## config.mk

```make
export PLATFORM = sky130hd
export DESIGN_NAME = match_control_flat
export DESIGN_NICKNAME = d
export VERILOG_FILES = /design/src/rtl/match_control_pkg.sv /design/src/rtl/match_control_if.sv /design/src/rtl/keycode_edge.sv /design/src/rtl/match_control.sv /design/src/flat_wrapper.sv
export SDC_FILE = /design/constraint.sdc
export NUM_CORES = 1
export LEC_CHECK = 0
export CAP_MARGIN = 20
export CELL_PAD_IN_SITES_DETAIL_PLACEMENT = 0
export CELL_PAD_IN_SITES_GLOBAL_PLACEMENT = 1
export CORE_UTILIZATION = 43
export DETAILED_ROUTE_END_ITERATION = 10
export GPL_ROUTABILITY_DRIVEN = 0
export HOLD_SLACK_MARGIN = 0.08
export PLACE_DENSITY_LB_ADDON = 0.1
export SKIP_LAST_GASP = 1
export SYNTH_ARGS = -nofsm -noshare
export SYNTH_HDL_FRONTEND = slang
export SYNTH_SLANG_ARGS = --single-unit
```

## constraint.sdc

```tcl
create_clock -name Clk -period 4.1 [get_ports Clk]
set_input_delay 0.82 -clock Clk [delete_from_list [all_inputs] [get_ports Clk]]
set_output_delay 0.82 -clock Clk [all_outputs]
set_load 0.01 [all_outputs]
```

## src/rtl/match_control_pkg.sv

```systemverilog
// Shared types and constants for the multi-player match sequencer.
package match_pkg;

  typedef enum logic [2:0] {
    TITLE       = 3'd0,
    ROUND_RESET = 3'd1,
    PLAY        = 3'd2,
    ROUND_OVER  = 3'd3,
    MATCH_OVER  = 3'd4,
    PAUSED      = 3'd5
  } stage_t;

  localparam logic [7:0] KEY_ENTER = 8'h28;
  localparam logic [7:0] KEY_P     = 8'h13;
  localparam int         WIN_CNT_W = 4;

  function automatic logic [3:0] popcount8(input logic [7:0] v);
    logic [3:0] n;
    n = 4'd0;
    for (int i = 0; i < 8; i++) begin
      n = n + {3'd0, v[i]};
    end
    return n;
  endfunction

  // Four-bit counters used for wins and round number stick at 15.
  function automatic logic [3:0] sat_inc4(input logic [3:0] v);
    return (v == 4'd15) ? v : v + 4'd1;
  endfunction

endpackage

```

## src/rtl/match_control_if.sv

```systemverilog
// Bundle between the match sequencer and its environment (USB keys, game logic, graphics).
interface match_control_if #(
  parameter int NUM_PLAYERS = 2
);
  import match_pkg::*;

  localparam int WIN_W = $clog2(NUM_PLAYERS + 1);

  logic                             frame_tick;
  logic [7:0]                       keycode;
  logic [NUM_PLAYERS-1:0]           player_dead;
  stage_t                           stage;
  logic                             game_reset;
  logic                             freeze;
  logic [3:0]                       round_num;
  logic [WIN_W-1:0]                 winner;
  logic [WIN_CNT_W*NUM_PLAYERS-1:0] wins;
  logic                             over;

  modport master (
    output frame_tick, keycode, player_dead,
    input  stage, game_reset, freeze, round_num, winner, wins, over
  );

  modport slave (
    input  frame_tick, keycode, player_dead,
    output stage, game_reset, freeze, round_num, winner, wins, over
  );

endinterface

```

## src/rtl/keycode_edge.sv

```systemverilog
// Registers the HID keycode and pulses for one cycle when it changes to KEY.
module keycode_edge
  import match_pkg::*;
#(
  parameter logic [7:0] KEY = KEY_ENTER
) (
  input  logic       clk,
  input  logic       rst_n,
  input  logic [7:0] keycode,
  output logic       key_go
);

  logic [7:0] key_prev_r;

  // Previous-cycle keycode history
  always_ff @(posedge clk or negedge rst_n) begin
    if (!rst_n) begin
      key_prev_r <= 8'h00;
    end else begin
      key_prev_r <= keycode;
    end
  end

  assign key_go = (keycode == KEY) && (key_prev_r != KEY);

endmodule

```

## src/rtl/match_control.sv

```systemverilog
// Best-of-N match sequencer: title, round reset, play, round-over hold, match over.
// Optional pause state enabled by defining MATCH_CTRL_PAUSE_EN.
module match_control
  import match_pkg::*;
#(
  parameter int         NUM_PLAYERS   = 2,
  parameter int         ROUNDS_TO_WIN = 3,
  parameter int         OVER_FRAMES   = 120,
  parameter int         RESET_FRAMES  = 2,
  parameter logic [7:0] START_KEY     = KEY_ENTER
) (
  input  logic           Clk,
  input  logic           Reset,
  match_control_if.slave bus
);

  localparam int WIN_W  = $clog2(NUM_PLAYERS + 1);
  localparam int RST_W  = $clog2(RESET_FRAMES + 1);
  localparam int OVR_W  = $clog2(OVER_FRAMES + 1);
  localparam int WINS_W = WIN_CNT_W * NUM_PLAYERS;

  stage_t            stage_r, stage_nx_s;
  logic [RST_W-1:0]  rst_cnt_r, rst_cnt_nx_s;
  logic [OVR_W-1:0]  ovr_cnt_r, ovr_cnt_nx_s;
  logic [3:0]        round_r, round_nx_s;
  logic [WIN_W-1:0]  winner_r, winner_nx_s;
  logic [WINS_W-1:0] wins_r, wins_nx_s;
  logic              game_reset_r, freeze_r, over_r;

  logic              start_go_s;
  logic [7:0]        dead_pad_s;
  logic [3:0]        alive_s;
  logic              match_won_s;

  keycode_edge #(.KEY(START_KEY)) u_start_edge (
    .clk     (Clk),
    .rst_n   (Reset),
    .keycode (bus.keycode),
    .key_go  (start_go_s)
  );

`ifdef MATCH_CTRL_PAUSE_EN
  logic pause_go_s;

  keycode_edge #(.KEY(KEY_P)) u_pause_edge (
    .clk     (Clk),
    .rst_n   (Reset),
    .keycode (bus.keycode),
    .key_go  (pause_go_s)
  );
`endif

  assign dead_pad_s = 8'(bus.player_dead);
  assign alive_s    = 4'(NUM_PLAYERS) - popcount8(dead_pad_s);

  // Any player holding the target number of round wins ends the match
  always_comb begin
    match_won_s = 1'b0;
    for (int i = 0; i < NUM_PLAYERS; i++) begin
      if (wins_r[i*WIN_CNT_W +: WIN_CNT_W] == WIN_CNT_W'(ROUNDS_TO_WIN)) begin
        match_won_s = 1'b1;
      end else begin
        match_won_s = match_won_s;
      end
    end
  end

  // Next-state, counter and score logic
  always_comb begin
    stage_nx_s   = stage_r;
    rst_cnt_nx_s = rst_cnt_r;
    ovr_cnt_nx_s = ovr_cnt_r;
    round_nx_s   = round_r;
    winner_nx_s  = winner_r;
    wins_nx_s    = wins_r;
    case (stage_r)
      TITLE: begin
        if (start_go_s) begin
          wins_nx_s    = '0;
          round_nx_s   = 4'd1;
          winner_nx_s  = '0;
          rst_cnt_nx_s = RST_W'(RESET_FRAMES);
          stage_nx_s   = ROUND_RESET;
        end else begin
          stage_nx_s = TITLE;
        end
      end
      ROUND_RESET: begin
        if (bus.frame_tick) begin
          if (rst_cnt_r != '0) begin
            rst_cnt_nx_s = rst_cnt_r - RST_W'(1);
          end else begin
            rst_cnt_nx_s = rst_cnt_r;
          end
          if (rst_cnt_r == RST_W'(1)) begin
            stage_nx_s = PLAY;
          end else begin
            stage_nx_s = ROUND_RESET;
          end
        end else begin
          stage_nx_s = ROUND_RESET;
        end
      end
      PLAY: begin
`ifdef MATCH_CTRL_PAUSE_EN
        if (pause_go_s) begin
          stage_nx_s = PAUSED;
        end else
`endif
        if (bus.frame_tick && (alive_s <= 4'd1)) begin
          // With a single survivor the loop hits exactly one player; none alive is a draw.
          winner_nx_s = '0;
          for (int i = 0; i < NUM_PLAYERS; i++) begin
            if ((alive_s == 4'd1) && !bus.player_dead[i]) begin
              winner_nx_s = WIN_W'(i + 1);
              wins_nx_s[i*WIN_CNT_W +: WIN_CNT_W] = sat_inc4(wins_r[i*WIN_CNT_W +: WIN_CNT_W]);
            end else begin
              wins_nx_s[i*WIN_CNT_W +: WIN_CNT_W] = wins_nx_s[i*WIN_CNT_W +: WIN_CNT_W];
            end
          end
          ovr_cnt_nx_s = OVR_W'(OVER_FRAMES);
          stage_nx_s   = ROUND_OVER;
        end else begin
          stage_nx_s = PLAY;
        end
      end
      ROUND_OVER: begin
        if (bus.frame_tick) begin
          if (ovr_cnt_r != '0) begin
            ovr_cnt_nx_s = ovr_cnt_r - OVR_W'(1);
          end else begin
            ovr_cnt_nx_s = ovr_cnt_r;
          end
          if ((ovr_cnt_r == OVR_W'(1)) && match_won_s) begin
            stage_nx_s = MATCH_OVER;
          end else if (ovr_cnt_r == OVR_W'(1)) begin
            round_nx_s   = sat_inc4(round_r);
            rst_cnt_nx_s = RST_W'(RESET_FRAMES);
            stage_nx_s   = ROUND_RESET;
          end else begin
            stage_nx_s = ROUND_OVER;
          end
        end else begin
          stage_nx_s = ROUND_OVER;
        end
      end
      MATCH_OVER: begin
        if (start_go_s) begin
          stage_nx_s = TITLE;
        end else begin
          stage_nx_s = MATCH_OVER;
        end
      end
`ifdef MATCH_CTRL_PAUSE_EN
      PAUSED: begin
        if (pause_go_s) begin
          stage_nx_s = PLAY;
        end else begin
          stage_nx_s = PAUSED;
        end
      end
`endif
      default: begin
        stage_nx_s = TITLE;
      end
    endcase
  end

  // State, counters and registered outputs; outputs decode the next stage so they align with it
  always_ff @(posedge Clk or negedge Reset) begin
    if (!Reset) begin
      stage_r      <= TITLE;
      rst_cnt_r    <= '0;
      ovr_cnt_r    <= '0;
      round_r      <= 4'd0;
      winner_r     <= '0;
      wins_r       <= '0;
      game_reset_r <= 1'b1;
      freeze_r     <= 1'b0;
      over_r       <= 1'b0;
    end else begin
      stage_r      <= stage_nx_s;
      rst_cnt_r    <= rst_cnt_nx_s;
      ovr_cnt_r    <= ovr_cnt_nx_s;
      round_r      <= round_nx_s;
      winner_r     <= winner_nx_s;
      wins_r       <= wins_nx_s;
      game_reset_r <= (stage_nx_s == TITLE) || (stage_nx_s == ROUND_RESET);
      freeze_r     <= (stage_nx_s == ROUND_OVER) || (stage_nx_s == MATCH_OVER) ||
                      (stage_nx_s == PAUSED);
      over_r       <= (stage_nx_s == MATCH_OVER);
    end
  end

  assign bus.stage      = stage_r;
  assign bus.game_reset = game_reset_r;
  assign bus.freeze     = freeze_r;
  assign bus.round_num  = round_r;
  assign bus.winner     = winner_r;
  assign bus.wins       = wins_r;
  assign bus.over       = over_r;

endmodule

```

## src/flat_wrapper.sv

```systemverilog
// flat-port wrapper written by rule: the top's interface ports become plain ports
module match_control_flat import match_pkg::*;
#(
  parameter int         NUM_PLAYERS   = 2,
  parameter int         ROUNDS_TO_WIN = 3,
  parameter int         OVER_FRAMES   = 120,
  parameter int         RESET_FRAMES  = 2,
  parameter logic [7:0] START_KEY     = KEY_ENTER
)
  (Clk, Reset, bus_frame_tick, bus_keycode, bus_player_dead, bus_stage, bus_game_reset, bus_freeze, bus_round_num, bus_winner, bus_wins, bus_over);
  match_control_if #(.NUM_PLAYERS(NUM_PLAYERS)) bus_i ();
  input  logic Clk;
  input  logic Reset;
  input wire logic [$bits(bus_i.frame_tick)-1:0] bus_frame_tick;
  input wire logic [$bits(bus_i.keycode)-1:0] bus_keycode;
  input wire logic [$bits(bus_i.player_dead)-1:0] bus_player_dead;
  output wire logic [$bits(bus_i.stage)-1:0] bus_stage;
  output wire logic [$bits(bus_i.game_reset)-1:0] bus_game_reset;
  output wire logic [$bits(bus_i.freeze)-1:0] bus_freeze;
  output wire logic [$bits(bus_i.round_num)-1:0] bus_round_num;
  output wire logic [$bits(bus_i.winner)-1:0] bus_winner;
  output wire logic [$bits(bus_i.wins)-1:0] bus_wins;
  output wire logic [$bits(bus_i.over)-1:0] bus_over;
  assign bus_i.frame_tick = bus_frame_tick;
  assign bus_i.keycode = bus_keycode;
  assign bus_i.player_dead = bus_player_dead;
  assign bus_stage = bus_i.stage;
  assign bus_game_reset = bus_i.game_reset;
  assign bus_freeze = bus_i.freeze;
  assign bus_round_num = bus_i.round_num;
  assign bus_winner = bus_i.winner;
  assign bus_wins = bus_i.wins;
  assign bus_over = bus_i.over;
  match_control #(.NUM_PLAYERS(NUM_PLAYERS), .ROUNDS_TO_WIN(ROUNDS_TO_WIN), .OVER_FRAMES(OVER_FRAMES), .RESET_FRAMES(RESET_FRAMES), .START_KEY(START_KEY)) u_core (.Clk(Clk), .Reset(Reset), .bus(bus_i));
endmodule
```

# Word-level counts from Yosys, hierarchy flattened
# Index checks and enable logic that the tools add are counted.
# op_classes
addsub	7
multipliers	0
n_div	0
n_lt_le_gt_ge	1
n_eq_ne	31
shifts	0
n_mux	40
bitwise	0
n_reduce_logical	24
# ops
op	count
$mux W4	9
$mux W2	12
$mux W7	3
$mux W8	2
$pmux W8 S2	1
$pmux W3 S5	1
$ne A2 B1 Y1 const B	7
$pmux W7 S2	1
$add A4 B1 Y4 const B	3
$eq A4 B4 Y1 const B	3
$ne A2 B2 Y1 const B	6
$reduce_and A5 Y1	2
$eq A3 B2 Y1 const B	3
$eq A3 B3 Y1 const B	3
$mux W3	3
$eq A4 B2 Y1 const B	2
$eq A8 B6 Y1 const B	1
$ne A8 B6 Y1 const B	1
$pmux W4 S2	1
$reduce_bool A2 Y1	4
$eq A7 B1 Y1 const B	1
$reduce_and A7 Y1	1
$reduce_bool A7 Y1	1
$sub A7 B1 Y7 const B	1
other kinds (18)	31
# word_totals
regBits	37
latchBits	0
mem_bits_rw	0
rom_bits	0
input_bits	13
mem_count	0

# Logic depth before layout (Yosys ltp)
# Gate-level depths: netlist of the first run.
# depth
depth_word	10
ltp_mapped	7
ltp_nobuf	7

# Hierarchy
# Synthesis of the first run repeated with hierarchy kept, for this count alone.
# unflattened
hier_cells	180
area_unflattened_um2	1873.0
# by_module_without_submodules
mod	instances	cells_each	area_each_um2	seq_area_each_um2
match_control	1	167	1627.8	726.9
keycode_edge	1	13	245.2	200.2

# Least setup slack after synthesis of the first run
# OpenSTA, ideal clock, no wires.
# synth_timing
kind	input -> register
startpoint	input port bus_keycode[4]
endpoint	register u_core.rst_cnt_r[0]
arrival_time_ns	2.372
required_time_ns	3.973
slack_ns	1.600
cell_stages	5
cell_sequence	or4b_4 > a211oi_4 > o21a_2 > and3_1 > mux2_1
# synth_via
elab_chain_len	4
# synth_rtl
item	line	source
start, declared	flat_wrapper.sv:15	input wire logic [$bits(bus_i.keycode)-1:0] bus_keycode;
$eq A8 B6 Y1	keycode_edge.sv:24	assign key_go = (keycode == KEY) && (key_prev_r != KEY);
$logic_and A1 B1 Y1	keycode_edge.sv:24	
$ne A2 B1 Y1 (no source line)	--	
$reduce_and A7 Y1 (no source line)	--	
end signal, assigned	match_control.sv:183	rst_cnt_r <= rst_cnt_nx_s;
end, declared	match_control.sv:23	logic [RST_W-1:0] rst_cnt_r, rst_cnt_nx_s;
# No other way between the ends.
# A chain may end at the register's enable or synchronous reset.

# Worst setup path after layout of the first run
# Same ends and word-level chain as after synthesis.

==> flow_summary.json, run 1 <==
{
  "ys_async_sr_fraction": 1.000,
  "antenna_found_initial": 0,
  "tns_ps": 0,
  "vias": 1528,
  "syn_to_final_growth_pct": 23.99,
  "clk_pin_slew_ps": 70,
  "seq_area_frac_synth": 0.4885,
  "clock-root-buffer": "clkbuf_8",
  "grt_overflow": 0,
  "synth_xor_xnor_area_share": 0.01846,
  "place_hpwl_um": 3024,
  "finalHoldViolCount": 0,
  "grt_setup_unrepaired": "no",
  "grt_pass1_wl_um": 7038,
  "grt_use_total": 0.2081,
  "cts_made_buffers": 5,
  "dieArea_mm2": 0.004684,
  "nFillCells": 364,
  "fp.coreArea_mm2": 0.004115,
  "start_util": 0.4612,
  "maxCapViolCount": 0,
  "synth_mux_area_frac": 0.02835,
  "synth_nets": 211,
  "path_class": "primary input to flip-flop",
  "crit_path_start": "bus_keycode[4]",
  "busiest_layer": "met2",
  "yosysWarnings": 0,
  "cpPeakStageDelay_ps": 570,
  "cts_tree": "yes",
  "die_x_um": 68.44,
  "crit_chain": "clkdlybuf4s50_1, or4b_4, a211oi_4, o21a_2, and3_1, mux2_1",
  "yosysTopAreaCell": "dfrtp_1",
  "reg2reg_from": "u_core.bus.stage[1]",
  "die_y_um": 68.44,
  "synth_top_cells_by_area": "dfrtp_1 47%, ha_1 5.3%, o21ai_0 3.7%",
  "clockBufferDepth": 2,
  "report.power.total_w": 0.001387,
  "synth_compound_area_frac": 0.1661,
  "worst_pin_slew_ps": 625.8,
  "synth.distinct_cells": 45,
  "cts.sinks": 37,
  "post_cts_resized": 0,
  "worst_setup_path_start_kind": "primary input",
  "outcome": "finished clean",
  "first_pass_iters": 4,
  "synth_top_family_by_area": "simple AND/OR/NAND/NOR gates",
  "regToRegSetupSlack_ps": 1800,
  "drt-initial-drc-count": 74,
  "yosys.area_share.adder": 0.05274,
  "use_met1": 0.2713,
  "final-max-slew-violation-count": 0,
  "grt_pass1_vias": 1492,
  "drive_above_1_share": 0.09735,
  "synth_edf_count": 0,
  "fp-row-count": 23,
  "synth_area_mm2": 0.001898,
  "grt_max_degree": 38,
  "diodes": 0,
  "io_pins": 33,
  "skew_ps": 2.809,
  "p_per_area_mw_per_mm2": 589.5,
  "slowest_stage": "or4b_4",
  "fmax_ghz": 0.3620,
  "drc": 0,
  "crit_fanout": 7,
  "synth_simple_gate_area_frac": 0.2149,
  "ctsHtreeMaxLevel": 2,
  "slew_headroom": 0.5800,
  "ctsHoldBuffers": 0,
  "ys_seq_elements": 37,
  "synthTopCellsByCount": "36 x dfrtp_1, 17 x nand2_1, 14 x o21ai_0",
  "via_per_inst": 5.536,
  "required_ps": 4270,
  "fin_nets": 246,
  "wl_um": 4180,
  "antenna_left": 0,
  "setup_viol": 0,
  "ir_worst_vdd_mv": 0.2447,
  "clock_latency_ps": 290,
  "hold_start": "u_core.bus.winner[0]",
  "postCtsSetupBuffers": 0,
  "crit_arrival_ps": 2930,
  "hold_class": "flip-flop to flip-flop",
  "fin_crit_sh": 0.6738,
  "routedWlPerCell_um": 15.14,
  "avgSynthCellArea_um2": 9.990,
  "synth_top_area_frac": 0.4746,
  "p_leak_nw": 0.9704,
  "met3_usage": 0.05000,
  "grt_use_met2": 0.3419,
  "io_buffers": 32,
  "ys.flop_type": "dfrtp_1",
  "synth_most_common_cell": "dfrtp_1",
  "crit_path_end_kind": "flip-flop",
  "syn_inst": 190,
  "fin_crit_ps": 2763
}
power breakdown:
group	internal (W)	switching (W)	total, W
sequential	0.000461	0.000110	0.000572
combinational	0.000270	0.000298	0.000568
clock	0.000117	0.000130	0.000248
logic make-up (layout without fill, tap and decap cells):
| logic type | count (synthesis) | count (layout) |
|---|---|---|
| compound gates | 48 | 48 |
| xor+xnor | 4 | 4 |
| fa+ha+maj | 8 | 8 |
| buf+inv | 15 | 51 |
| flops | 37 | 37 |
| mux | 5 | 5 |
| simple gates | 73 | 73 |
per-stage QoR:
stage                     instances    util  cell area (µm²)  hold slack [ps]  worst slack [ps]
after floorplan                 190       -             1898            492.2              1600
after global placement          268  0.5509             2267            462.7              1091
after detailed placement        268  0.5509             2267            474.1              1032
after CTS                       276  0.5719             2354            492.8              1332
after global routing            276  0.5719             2354            531.8              1194
final                           276  0.5719             2354            483.8              1337
registers in the layout (all words and copies together) (netlist names):
register / flops
u_core.bus.winner: 2
u_core.bus.freeze: 1
u_core.bus.stage: 3
u_core.rst_cnt_r: 2
u_core.ovr_cnt_r: 7
u_core.u_start_edge.key_prev_r: 8
u_core.bus.round_num: 4
u_core.bus.wins: 8
u_core.bus.over: 1
u_core.bus.game_reset: 1
final timing paths:
kind                       cells after the start                     to
min in group asynchronous                      2    u_core.ovr_cnt_r[4]
min reg2reg                                    2   u_core.bus.winner[0]
max reg2reg                                    5    u_core.ovr_cnt_r[2]
min                                            2   u_core.bus.winner[0]
max in group asynchronous                      2  u_core.bus.game_reset
max                                            6    u_core.rst_cnt_r[0]
routing by layer:
| metal | wire length, µm | up-vias |
|---|---|---|
| met2 | 2054 | 45 |
| met5 | 0 | - |
| met1 | 1934 | 723 |
| li1 | - | 756 |
| met3 | 161 | 4 |
| met4 | 29 | 0 |
final cells by class:
cell class | instances | area [µm²] | area share
Clock inverter | 3 | 17.52 | 0.007443
Timing Repair Buffer | 33 | 327.8 | 0.1393
Sequential cell | 37 | 927.1 | 0.3939
Tap cell | 50 | 62.56 | 0.02658
Multi-Input combinational cell | 138 | 912.1 | 0.3876
Inverter | 10 | 37.54 | 0.01595
Clock buffer | 5 | 68.82 | 0.02924
cells in the final DEF, fill, tap and decap left out, types with 3 or more instances in the layout:
| master | instances |
|---|---|
| nand3_1 | 8 |
| nor3_1 | 6 |
| dfrtp_1 | 36 |
| nand2_1 | 17 |
| nand2b_1 | 3 |
| a21oi_1 | 13 |
| o31ai_1 | 5 |
| nor2_1 | 11 |
| and3_1 | 3 |
| or3_1 | 4 |
| clkdlybuf4s50_1 | 32 |
| a31oi_1 | 4 |
| inv_1 | 10 |
| xor2_1 | 4 |
| clkbuf_8 | 5 |
| o21ai_0 | 14 |
| nor3b_1 | 3 |
| ha_1 | 8 |
critical path: cells and delay by family:
kind | cells | cell delay (ps)
AND/OR/NAND/NOR | 2 | 770
buffers and inverters | 1 | 420
multiplexers | 1 | 320
AO/OA/AOI/OAI | 2 | 600
(Power assumes the default switching activity.)
==> run 2: changes to the inputs <==
CORE_UTILIZATION = 36   (was 43)
clock period = 2.4 ns   (was 4.1 ns; I/O delays follow)
==> flow_summary.json, run 2 (synthesized netlist as in run 1, its figures left out) <==
{
  "outcome": "finished clean",
  "r2r_end": "u_core.rst_cnt_r[0]",
  "place_hpwl_um": 3110,
  "layout_common_cells": "36 x dfrtp_1, 31 x clkdlybuf4s50_1, 17 x nand2_1",
  "clk_pin_slew_ps": 80,
  "clock-root-buffer": "clkbuf_8",
  "layout_commonest_cell": "dfrtp_1",
  "fin_area_mm2": 0.002520,
  "fin_nets": 261,
  "diodes": 0,
  "slowest_stage": "or4b_4",
  "grt_overflow": 0,
  "drt-initial-drc-count": 107,
  "post_cts_resized": 0,
  "dieArea_mm2": 0.005567,
  "cts_tree": "yes",
  "crit_fanout": 5,
  "routedWlPerCell_um": 13.32,
  "slew_headroom": 0.4569,
  "antenna_left": 0,
  "fin_crit_sh": 0.9454,
  "grt_pass1_wl_um": 6775,
  "ctsHoldBuffers": 0,
  "worst_pin_slew_ps": 814.7,
  "wl_um": 4141,
  "cpPeakStageDelay_ps": 560,
  "fmax_ghz": 0.4407,
  "grt_pass1_vias": 1491,
  "crit_arrival_ps": 2480,
  "die_x_um": 74.61,
  "utilization": 0.4934,
  "worst_setup_path_start_kind": "primary input",
  "crit_chain": "clkdlybuf4s50_1, or4b_4, a211oi_4, buf_4, o211ai_2, or3_1, a21oi_1",
  "fp-row-count": 26,
  "nFillCells": 497,
  "regToRegSetupSlack_ps": 340,
  "syn_to_final_growth_pct": 32.76,
  "fin_crit_ps": 2269,
  "setup_viol": 0,
  "fp.coreArea_mm2": 0.005107,
  "path_class": "primary input to flip-flop",
  "postCtsSetupBuffers": 0,
  "via_per_inst": 5.209,
  "r2r_cells": 7,
  "drc": 0,
  "final-max-slew-violation-count": 0,
  "cts_made_buffers": 5,
  "hold_class": "primary input to asynchronous set/reset pin",
  "io_pins": 33,
  "hold_slack_ps": 277.0,
  "grt_max_degree": 38,
  "grt_use_total": 0.1646,
  "crit_path_end_kind": "flip-flop",
  "vias": 1620,
  "drive_above_1_share": 0.1577,
  "finalHoldViolCount": 0,
  "required_ps": 2610,
  "io_buffers": 32,
  "skew_ps": 7.975,
  "die_y_um": 74.61,
  "start_util": 0.3716,
  "ir_worst_vdd_mv": 0.3459,
  "antenna_found_initial": 0,
  "report.power.total_w": 0.002633,
  "clock_latency_ps": 290,
  "p_per_area_mw_per_mm2": 1045,
  "reg2reg_from": "u_core.ovr_cnt_r[1]",
  "cts.sinks": 37,
  "clockBufferDepth": 2,
  "first_pass_iters": 4,
  "ctsHtreeMaxLevel": 2,
  "maxCapViolCount": 0,
  "p_leak_nw": 1.058,
  "grt_setup_unrepaired": "no",
  "placed_cell_area_mm2": 0.002400
}
## run 2: changes by cell type in the layout (fill, tap and decap cells not counted)
cell,previous run,this run
clkbuf_8,5,6
clkdlybuf4s50_1,32,31
buf_2,0,1
clkinv_2,2,0
buf_4,1,16
bufinv_16,0,1
## run 2: critical path, delay by kind of cell
kind | cells | cell delay (ps)
AND/OR/NAND/NOR | 2 | 900
buffers and inverters | 2 | 580
AO/OA/AOI/OAI | 3 | 510
## run 2: metal layers
metal,wire length (µm),GRT usage,part of all wire,up-vias
met5,0,0,0,-
met2,1952,0.2653,0.47,53
met3,216,0.04418,0.052,4
met4,32,0.05451,0.0077,0
met1,1939,0.2158,0.47,781
li1,-,-,-,782
## run 2: area by class of cell
type	instances	area [µm²]	area share
multi-input combinational	138	912.1	0.3620
tap	70	87.58	0.03476
clock inverter	2	37.54	0.01490
sequential	37	927.1	0.3679
inverter	10	37.54	0.01490
timing repair buffer	48	435.4	0.1728
clock buffer	6	82.58	0.03277
## run 2: worst max path at each step
stage	depth (start not counted)	endpoint	from	slack (ps)
finish	7	u_core.bus.wins[7]	bus_keycode[4]	130
global route	7	u_core.bus.wins[7]	bus_keycode[7]	70
CTS	7	u_core.bus.wins[7]	bus_keycode[4]	120
detailed placement	7	u_core.bus.wins[7]	bus_keycode[4]	-170
global placement	6	u_core.rst_cnt_r[0]	bus_keycode[4]	-120
floorplan	5	u_core.rst_cnt_r[0]	bus_keycode[4]	240
## run 2: report_power, final
| group | switching, W | total (W) | internal, W |
|---|---|---|---|
| logic | 0.000525 | 0.00110 | 0.000573 |
| registers | 0.000187 | 0.000975 | 0.000788 |
| clock network | 0.000223 | 0.000560 | 0.000338 |
## run 2: per-stage QoR
step | setup slack (ps) | instances | TNS (ps)
global placement | -119.0 | 303 | -619.3
CTS | 115.6 | 311 | 0
floorplan | 240.2 | 190 | 0
detailed placement | -174.2 | 303 | -964.7
finish | 131.1 | 311 | 0
global route | 68.33 | 311 | 0
==> run 3: changes to the inputs <==
SLEW_MARGIN = 10   (was unset)
==> results of run 3 <==
No change in the layout: final DEF, timing and power equal those of run 2.
